$ cat src/rtl/exposure_time_ctrl_pkg.sv
// Shared camera constants and exposure timer state encoding.
// Imported by exposure_time_ctrl and by the capture FSM.
package camera_pkg;

    localparam int EXP_W = 5;

    localparam logic [EXP_W-1:0] EXP_MIN   = 5'd2;
    localparam logic [EXP_W-1:0] EXP_MAX   = 5'd30;
    localparam logic [EXP_W-1:0] EXP_RESET = 5'd2;

    typedef enum logic [1:0] {
        IDLE  = 2'd0,
        COUNT = 2'd1,
        DONE  = 2'd2
    } tmr_state_e;

    // Saturating step; opposing requests cancel.
    function automatic logic [EXP_W-1:0] exp_step(
        input logic [EXP_W-1:0] t,
        input logic             up,
        input logic             dn
    );
        if (up && !dn && t < EXP_MAX) return t + EXP_W'(1);
        if (dn && !up && t > EXP_MIN) return t - EXP_W'(1);
        return t;
    endfunction

endpackage

$ cat src/rtl/exposure_time_ctrl_if.sv
// Button, capture-FSM and exposure-result signals of exposure_time_ctrl.
// master = button panel / capture FSM side, slave = exposure_time_ctrl.
interface exposure_time_ctrl_if;
    import camera_pkg::*;

    logic             exp_increase;
    logic             exp_decrease;
    logic             init_btn;
    logic             busy;
    logic             expose;
    logic             init;
    logic [EXP_W-1:0] exp_time;
    logic             exp_done;

    modport master (
        output exp_increase, exp_decrease, init_btn, busy, expose,
        input  init, exp_time, exp_done
    );

    modport slave (
        input  exp_increase, exp_decrease, init_btn, busy, expose,
        output init, exp_time, exp_done
    );

endinterface

$ cat src/rtl/exposure_time_ctrl_btn_edge.sv
// Button synchroniser, optional debounce and rising-edge pulse.
// Debounce filter is built only when BTN_DEBOUNCE_EN is defined.
module btn_edge
`ifdef BTN_DEBOUNCE_EN
#(
    parameter int DB_CYCLES = 8
)
`endif
(
    input  logic clk,
    input  logic RESET,
    input  logic btn_in,
    output logic pulse_out
);

    logic sync1_q;
    logic sync2_q;
    logic prev_q;
    logic lvl;

    always_ff @(posedge clk or posedge RESET) begin
        if (RESET) begin
            sync1_q <= 1'b0;
            sync2_q <= 1'b0;
            prev_q  <= 1'b0;
        end else begin
            sync1_q <= btn_in;
            sync2_q <= sync1_q;
            prev_q  <= lvl;
        end
    end

`ifdef BTN_DEBOUNCE_EN
    localparam int CW = $clog2(DB_CYCLES + 1);

    logic [CW-1:0] cnt_q;
    logic [CW-1:0] cnt_d;
    logic          db_q;
    logic          db_d;

    // Level flips only after DB_CYCLES consecutive disagreeing samples.
    always_comb begin
        cnt_d = '0;
        db_d  = db_q;
        if (sync2_q != db_q) begin
            if (cnt_q == CW'(DB_CYCLES - 1)) db_d = sync2_q;
            else                             cnt_d = cnt_q + CW'(1);
        end
    end

    always_ff @(posedge clk or posedge RESET) begin
        if (RESET) begin
            cnt_q <= '0;
            db_q  <= 1'b0;
        end else begin
            cnt_q <= cnt_d;
            db_q  <= db_d;
        end
    end

    assign lvl = db_q;
`else
    assign lvl = sync2_q;
`endif

    assign pulse_out = lvl & ~prev_q;

endmodule

$ cat src/rtl/exposure_time_ctrl.sv
// Exposure-time register, init pulse and expose timer for the capture FSM.
// Define BTN_DEBOUNCE_EN to debounce the three push-buttons.
module exposure_time_ctrl
    import camera_pkg::*;
#(
    parameter int CLK_PER_MS = 1000,
    parameter int DB_CYCLES  = 8
) (
    input logic                 clk,
    input logic                 RESET,
    exposure_time_ctrl_if.slave bus
);

    localparam int PW = (CLK_PER_MS > 1) ? $clog2(CLK_PER_MS) : 1;

    logic inc_p;
    logic dec_p;
    logic ini_p;

`ifdef BTN_DEBOUNCE_EN
    btn_edge #(.DB_CYCLES(DB_CYCLES)) u_inc (
        .clk(clk), .RESET(RESET), .btn_in(bus.exp_increase), .pulse_out(inc_p));
    btn_edge #(.DB_CYCLES(DB_CYCLES)) u_dec (
        .clk(clk), .RESET(RESET), .btn_in(bus.exp_decrease), .pulse_out(dec_p));
    btn_edge #(.DB_CYCLES(DB_CYCLES)) u_ini (
        .clk(clk), .RESET(RESET), .btn_in(bus.init_btn), .pulse_out(ini_p));
`else
    btn_edge u_inc (
        .clk(clk), .RESET(RESET), .btn_in(bus.exp_increase), .pulse_out(inc_p));
    btn_edge u_dec (
        .clk(clk), .RESET(RESET), .btn_in(bus.exp_decrease), .pulse_out(dec_p));
    btn_edge u_ini (
        .clk(clk), .RESET(RESET), .btn_in(bus.init_btn), .pulse_out(ini_p));
`endif

    logic [EXP_W-1:0] exp_time_q;
    logic [EXP_W-1:0] lat_q;
    logic [EXP_W-1:0] ms_q;
    logic [PW-1:0]    presc_q;
    logic             init_q;
    logic             expose_q;
    logic             rise;
    logic             wrap;
    logic             done;
    tmr_state_e       state_q;
    tmr_state_e       state_d;

    assign rise = bus.expose & ~expose_q;
    assign wrap = (presc_q == PW'(CLK_PER_MS - 1));

    always_ff @(posedge clk or posedge RESET) begin
        if (RESET) begin
            exp_time_q <= EXP_RESET;
            init_q     <= 1'b0;
            expose_q   <= 1'b0;
            lat_q      <= '0;
            ms_q       <= '0;
            presc_q    <= '0;
        end else begin
            expose_q <= bus.expose;
            init_q   <= ini_p & ~bus.busy;
            if (!bus.busy) exp_time_q <= exp_step(exp_time_q, inc_p, dec_p);
            if (state_q == IDLE && rise) begin
                lat_q   <= exp_time_q;
                ms_q    <= '0;
                presc_q <= '0;
            end else if (state_q == COUNT) begin
                if (wrap) begin
                    presc_q <= '0;
                    ms_q    <= ms_q + EXP_W'(1);
                end else begin
                    presc_q <= presc_q + PW'(1);
                end
            end
        end
    end

    always_ff @(posedge clk or posedge RESET) begin
        if (RESET) state_q <= IDLE;
        else       state_q <= state_d;
    end

    // Dropping expose aborts the count even on its final cycle.
    always_comb begin
        state_d = state_q;
        unique case (state_q)
            IDLE:    if (rise) state_d = COUNT;
            COUNT: begin
                if (!bus.expose)                         state_d = IDLE;
                else if (wrap && ms_q + EXP_W'(1) == lat_q) state_d = DONE;
            end
            DONE:    state_d = IDLE;
            default: state_d = IDLE;
        endcase
    end

    always_comb begin
        done = (state_q == DONE);
    end

    assign bus.init     = init_q;
    assign bus.exp_time = exp_time_q;
    assign bus.exp_done = done;

endmodule
$ cat src/flat_wrapper.sv
// flat-port wrapper written by rule: the top's interface ports become plain ports
module exposure_time_ctrl_flat import camera_pkg::*;
#(
    parameter int CLK_PER_MS = 1000,
    parameter int DB_CYCLES  = 8
)
  (clk, RESET, bus_exp_increase, bus_exp_decrease, bus_init_btn, bus_busy, bus_expose, bus_init, bus_exp_time, bus_exp_done);
  exposure_time_ctrl_if bus_i ();
  input logic clk;
  input logic RESET;
  input wire logic [$bits(bus_i.exp_increase)-1:0] bus_exp_increase;
  input wire logic [$bits(bus_i.exp_decrease)-1:0] bus_exp_decrease;
  input wire logic [$bits(bus_i.init_btn)-1:0] bus_init_btn;
  input wire logic [$bits(bus_i.busy)-1:0] bus_busy;
  input wire logic [$bits(bus_i.expose)-1:0] bus_expose;
  output wire logic [$bits(bus_i.init)-1:0] bus_init;
  output wire logic [$bits(bus_i.exp_time)-1:0] bus_exp_time;
  output wire logic [$bits(bus_i.exp_done)-1:0] bus_exp_done;
  assign bus_i.exp_increase = bus_exp_increase;
  assign bus_i.exp_decrease = bus_exp_decrease;
  assign bus_i.init_btn = bus_init_btn;
  assign bus_i.busy = bus_busy;
  assign bus_i.expose = bus_expose;
  assign bus_init = bus_i.init;
  assign bus_exp_time = bus_i.exp_time;
  assign bus_exp_done = bus_i.exp_done;
  exposure_time_ctrl #(.CLK_PER_MS(CLK_PER_MS), .DB_CYCLES(DB_CYCLES)) u_core (.clk(clk), .RESET(RESET), .bus(bus_i));
endmodule
$ cat config.mk
export PLATFORM = sky130hd
export DESIGN_NAME = exposure_time_ctrl_flat
export DESIGN_NICKNAME = d
export VERILOG_FILES = /design/src/rtl/exposure_time_ctrl_pkg.sv /design/src/rtl/exposure_time_ctrl_if.sv /design/src/rtl/exposure_time_ctrl_btn_edge.sv /design/src/rtl/exposure_time_ctrl.sv /design/src/flat_wrapper.sv
export SDC_FILE = /design/constraint.sdc
export NUM_CORES = 1
export LEC_CHECK = 0
export ABC_CLOCK_PERIOD_IN_PS = 5000
export CORE_MARGIN = 2
export CORE_UTILIZATION = 61
export DETAILED_ROUTE_END_ITERATION = 8
export GPL_ROUTABILITY_DRIVEN = 0
export PLACE_DENSITY = 0.83
export SLEW_MARGIN = 30
export SYNTH_ARGS = -nofsm -noshare
export SYNTH_HDL_FRONTEND = slang
export SYNTH_SLANG_ARGS = --single-unit
$ cat constraint.sdc
create_clock -name clk -period 5 [get_ports clk]
set_input_delay 1 -clock clk [delete_from_list [all_inputs] [get_ports clk]]
set_output_delay 1 -clock clk [all_outputs]
set_load 0.05 [all_outputs]
==> flow_metrics.tcl <==
set metrics [dict create \
    number_of_antenna_violations_at_the_first_check_in_global_routing 0 \
    postSynth.asyncResetShare_pct 100 \
    crit_path_end_kind "primary output" \
    met1_use_gr_pct 28.9 \
    fin_skew_ns 0.00864 \
    filler_cell_count 213 \
    syn2layout_area_growth_pct 12.6 \
    drtAntennaViolNets 0 \
    antenna_cell_count 0 \
    grt_pass1_wl_um 5770 \
    h-tree-depth 2 \
    place.detailed.hpwl_um 2340 \
    timing.final.max_slew_violations 0 \
    num_io_pins 14 \
    grt_pass1_vias 1275 \
    final_nets 203 \
    worst_path_largest_cell_delay_ns 0.82 \
    timing_hold_violations_final 0 \
    fp-row-count 19 \
    clock_sinks 38 \
    ctsRootBufferMaster "sky130_fd_sc_hd__clkbuf_4" \
    worst_path_max_delay_cell "sky130_fd_sc_hd__clkdlybuf4s50_1" \
    clkTransAtPathRegs_ns 0.12 \
    clock_insertion_delay_worst_skew_ns 0.36 \
    finalPower_mw 0.889 \
    layout_commonest_cell "sky130_fd_sc_hd__dfrtp_1" \
    globalRouteMet3Util_pct 5.13 \
    synth_enable_flop_cells 0 \
    grt_start_max_net_pins 39 \
    outcome "completed" \
    post-route-period-util_pct 56.2 \
    achievable-frequency_mhz 356 \
    worst-endpoint-required_ns 4.00 \
    crit_type "reg -> out" \
    sequentialPowerShare_pct 49.8 \
    die_area_mm2 0.00337 \
    finish.cell_count_without_fillers 223 \
    core_area_mm2 0.00276 \
    cp.depth 1 \
    floorplan.initialDensity_pct 64.6 \
    class_of_the_worst_hold_path "reg -> reg" \
    post_cts_repair_resize_count 0 \
    shortest_clock_period_the_worst_path_allows_after_layout_ns 2.81 \
    grtUsageMet2_pct 37.3 \
    post-cts-setup-buffers 0 \
    detailedRoute.firstPassIterationCount 4 \
    power_per_cell_area_mw_per_mm2 444 \
    grt_util_overall_pct 23.1 \
    postLayoutCoreUtil_pct 72.7 \
    synth.avg_cell_area_um2 10.3 \
    mappedNetlistArea_mm2 0.00178 \
    irDropWorstVdd_v 0.000490 \
    internal_power_mw 0.533 \
    dp_worst_setup_slack_ns 2.18 \
    worst_ep_arrival_time_ns 1.81 \
    worstRegToRegCells 5 \
    fin_ws_ns 2.19 \
    flops_latches_synth 38 \
    total_number_of_vias 1319 \
    number_of_endpoints_failing_setup_at_the_final_stage 0 \
    critical_path.cell_chain "clkdlybuf4s50_1" \
    post_route_cells_drive_above_1_share_pct 8.85 \
    cpLargestDelayFamily "buffers and inverters" \
    die-height_um 58.0 \
    dominantRegCellSynth "sky130_fd_sc_hd__dfrtp_1" \
    cts_max_path_buffers 2 \
    wire_per_inst_um 14.9 \
    global_route.overflow_total 0 \
    synth_cell_type_count 35 \
    numCtsBuffers 5 \
    number_of_instances_in_the_synthesized_netlist 173 \
    cap_violations 0 \
    io_buf_count 13 \
    rsz0062_at_grt "no" \
    finalSetupTns_ns 0 \
    tightest_slew_ns 0.571 \
    cp-start-kind "flip-flop" \
    synth-seq-area-share_pct 53.5 \
    die-width_um 58.0 \
    worst_hold_path.num_cells 0 \
    power.share.clock_pct 18.2 \
    placedCellCount 215 \
    vias_per_cell 5.91 \
    mapped_nets 185 \
    final_cell_mix "sky130_fd_sc_hd__dfrtp_1 (37), sky130_fd_sc_hd__nand2_1 (22), sky130_fd_sc_hd__nor2_1 (17), sky130_fd_sc_hd__clkdlybuf4s50_1 (13)" \
    post_cts_hold_buffer_count 0 \
    synth-warning-count 0 \
    p_leak_nw 0.899 \
    p_comb_share_pct 32.0 \
    max-slew-margin-rel_pct 61.8 \
    grt-busiest-layer "met2" \
    routed_wire_length_um 3330 \
    netSwitchingFraction_pct 40.0 \
    power_switching_mw 0.356 \
    critical_path_buf_inv_count 1 \
    cts_tree "built" \
    drt_drc_violations_left 0 \
    path_max_fanout 8 \
    detailedRoute.firstIterationViolations 53 \
]
==> kinds of logic after synthesis <==
family                   after synthesis  synth area share (%)
AND/OR/NAND/NOR                       80                  23.9
XOR/XNOR                              19                  9.35
AO/OA/AOI/OAI                         24                  8.29
flip-flops                            38                  53.5
buffers and inverters                  7                  1.48
adder cells (fa/ha/maj)                5                  3.51
==> layer usage <==
layer  wire, µm  up-vias
li1           -      637
met1       1450      640
met2       1630       32
met3        178       10
met4         77        0
met5          0        -
==> cells in the mapped netlist (2+ instances only) <==
master                      count  area [µm²]
sky130_fd_sc_hd__nand4_1        5        31.3
sky130_fd_sc_hd__xnor2_1        8        70.1
sky130_fd_sc_hd__and3_1         3        18.8
sky130_fd_sc_hd__nand3_1       11        55.1
sky130_fd_sc_hd__nand2b_1       4        25.0
sky130_fd_sc_hd__clkbuf_1       3        11.3
sky130_fd_sc_hd__or3_1          2        12.5
sky130_fd_sc_hd__a21oi_1        7        35.0
sky130_fd_sc_hd__dfrtp_1       37         926
sky130_fd_sc_hd__xor2_1        11        96.3
sky130_fd_sc_hd__nor2b_1        2        12.5
sky130_fd_sc_hd__o2111ai_1      2        17.5
sky130_fd_sc_hd__o21ai_0        8        40.0
sky130_fd_sc_hd__inv_1          4        15.0
sky130_fd_sc_hd__nor2_1        17        63.8
sky130_fd_sc_hd__nor3_1         5        25.0
sky130_fd_sc_hd__nand2_1       22        82.6
sky130_fd_sc_hd__ha_1           5        62.6
==> metrics by stage <==
| stage | instance area (µm²) | hold slack (ns) |
|---|---|---|
| after floorplan | 1780 | 0.331 |
| after global placement | 1950 | 0.338 |
| after detailed placement | 1950 | 0.337 |
| after CTS | 2000 | 0.375 |
| after global routing | 2000 | 0.380 |
| final | 2000 | 0.368 |
==> power groups by stage <==
stage / logic (mW) / clock network [mW] / registers (mW)
detailed placement: 0.285 / 0 / 0.447
CTS: 0.287 / 0.164 / 0.442
global placement: 0.274 / 0 / 0.444
global route: 0.314 / 0.177 / 0.455
floorplan: 0.150 / 0 / 0.492
finish: 0.285 / 0.162 / 0.443
==> final cells by class <==
type / instances / area [µm²] / area share (%)
Clock inverter: 3 / 21.3 / 1.06
Sequential cell: 38 / 952 / 47.5
Tap cell: 31 / 38.8 / 1.94
Inverter: 4 / 15.0 / 0.749
Timing Repair Buffer: 14 / 138 / 6.87
Clock buffer: 5 / 37.5 / 1.87
Multi-Input combinational cell: 128 / 802 / 40.0
==> path summary, 6_finish.rpt <==
path / start / end / slack [ns]
worst max-delay path: u_core.bus.exp_time[1] / bus_exp_time[1] / 2.19
worst min-delay path: u_core.u_dec.sync1_q / u_core.u_dec.lvl / 0.37
worst max register to register: u_core.state_q[0] / u_core.presc_q[8] / 3.21
worst min register to register: u_core.u_dec.sync1_q / u_core.u_dec.lvl / 0.37
max in group asynchronous: RESET / u_core.bus.exp_time[1] / 3.62
min in group asynchronous: RESET / u_core.lat_q[0] / 1.04
==> sequential cells by signal (all words and copies together), names as in the netlist <==
signal,flops
u_core.expose_q,1
u_core.bus.init,1
u_core.ms_q,5
u_core.u_inc.prev_q,1
u_core.u_inc.sync1_q,1
u_core.bus.exp_time,5
u_core.u_inc.lvl,1
u_core.u_dec.lvl,1
u_core.u_dec.prev_q,1
u_core.u_ini.prev_q,1
u_core.u_dec.sync1_q,1
u_core.presc_q,10
u_core.state_q,2
u_core.lat_q,5
u_core.u_ini.sync1_q,1
u_core.u_ini.lvl,1
No activity file was read; power rests on OpenSTA's default activity.
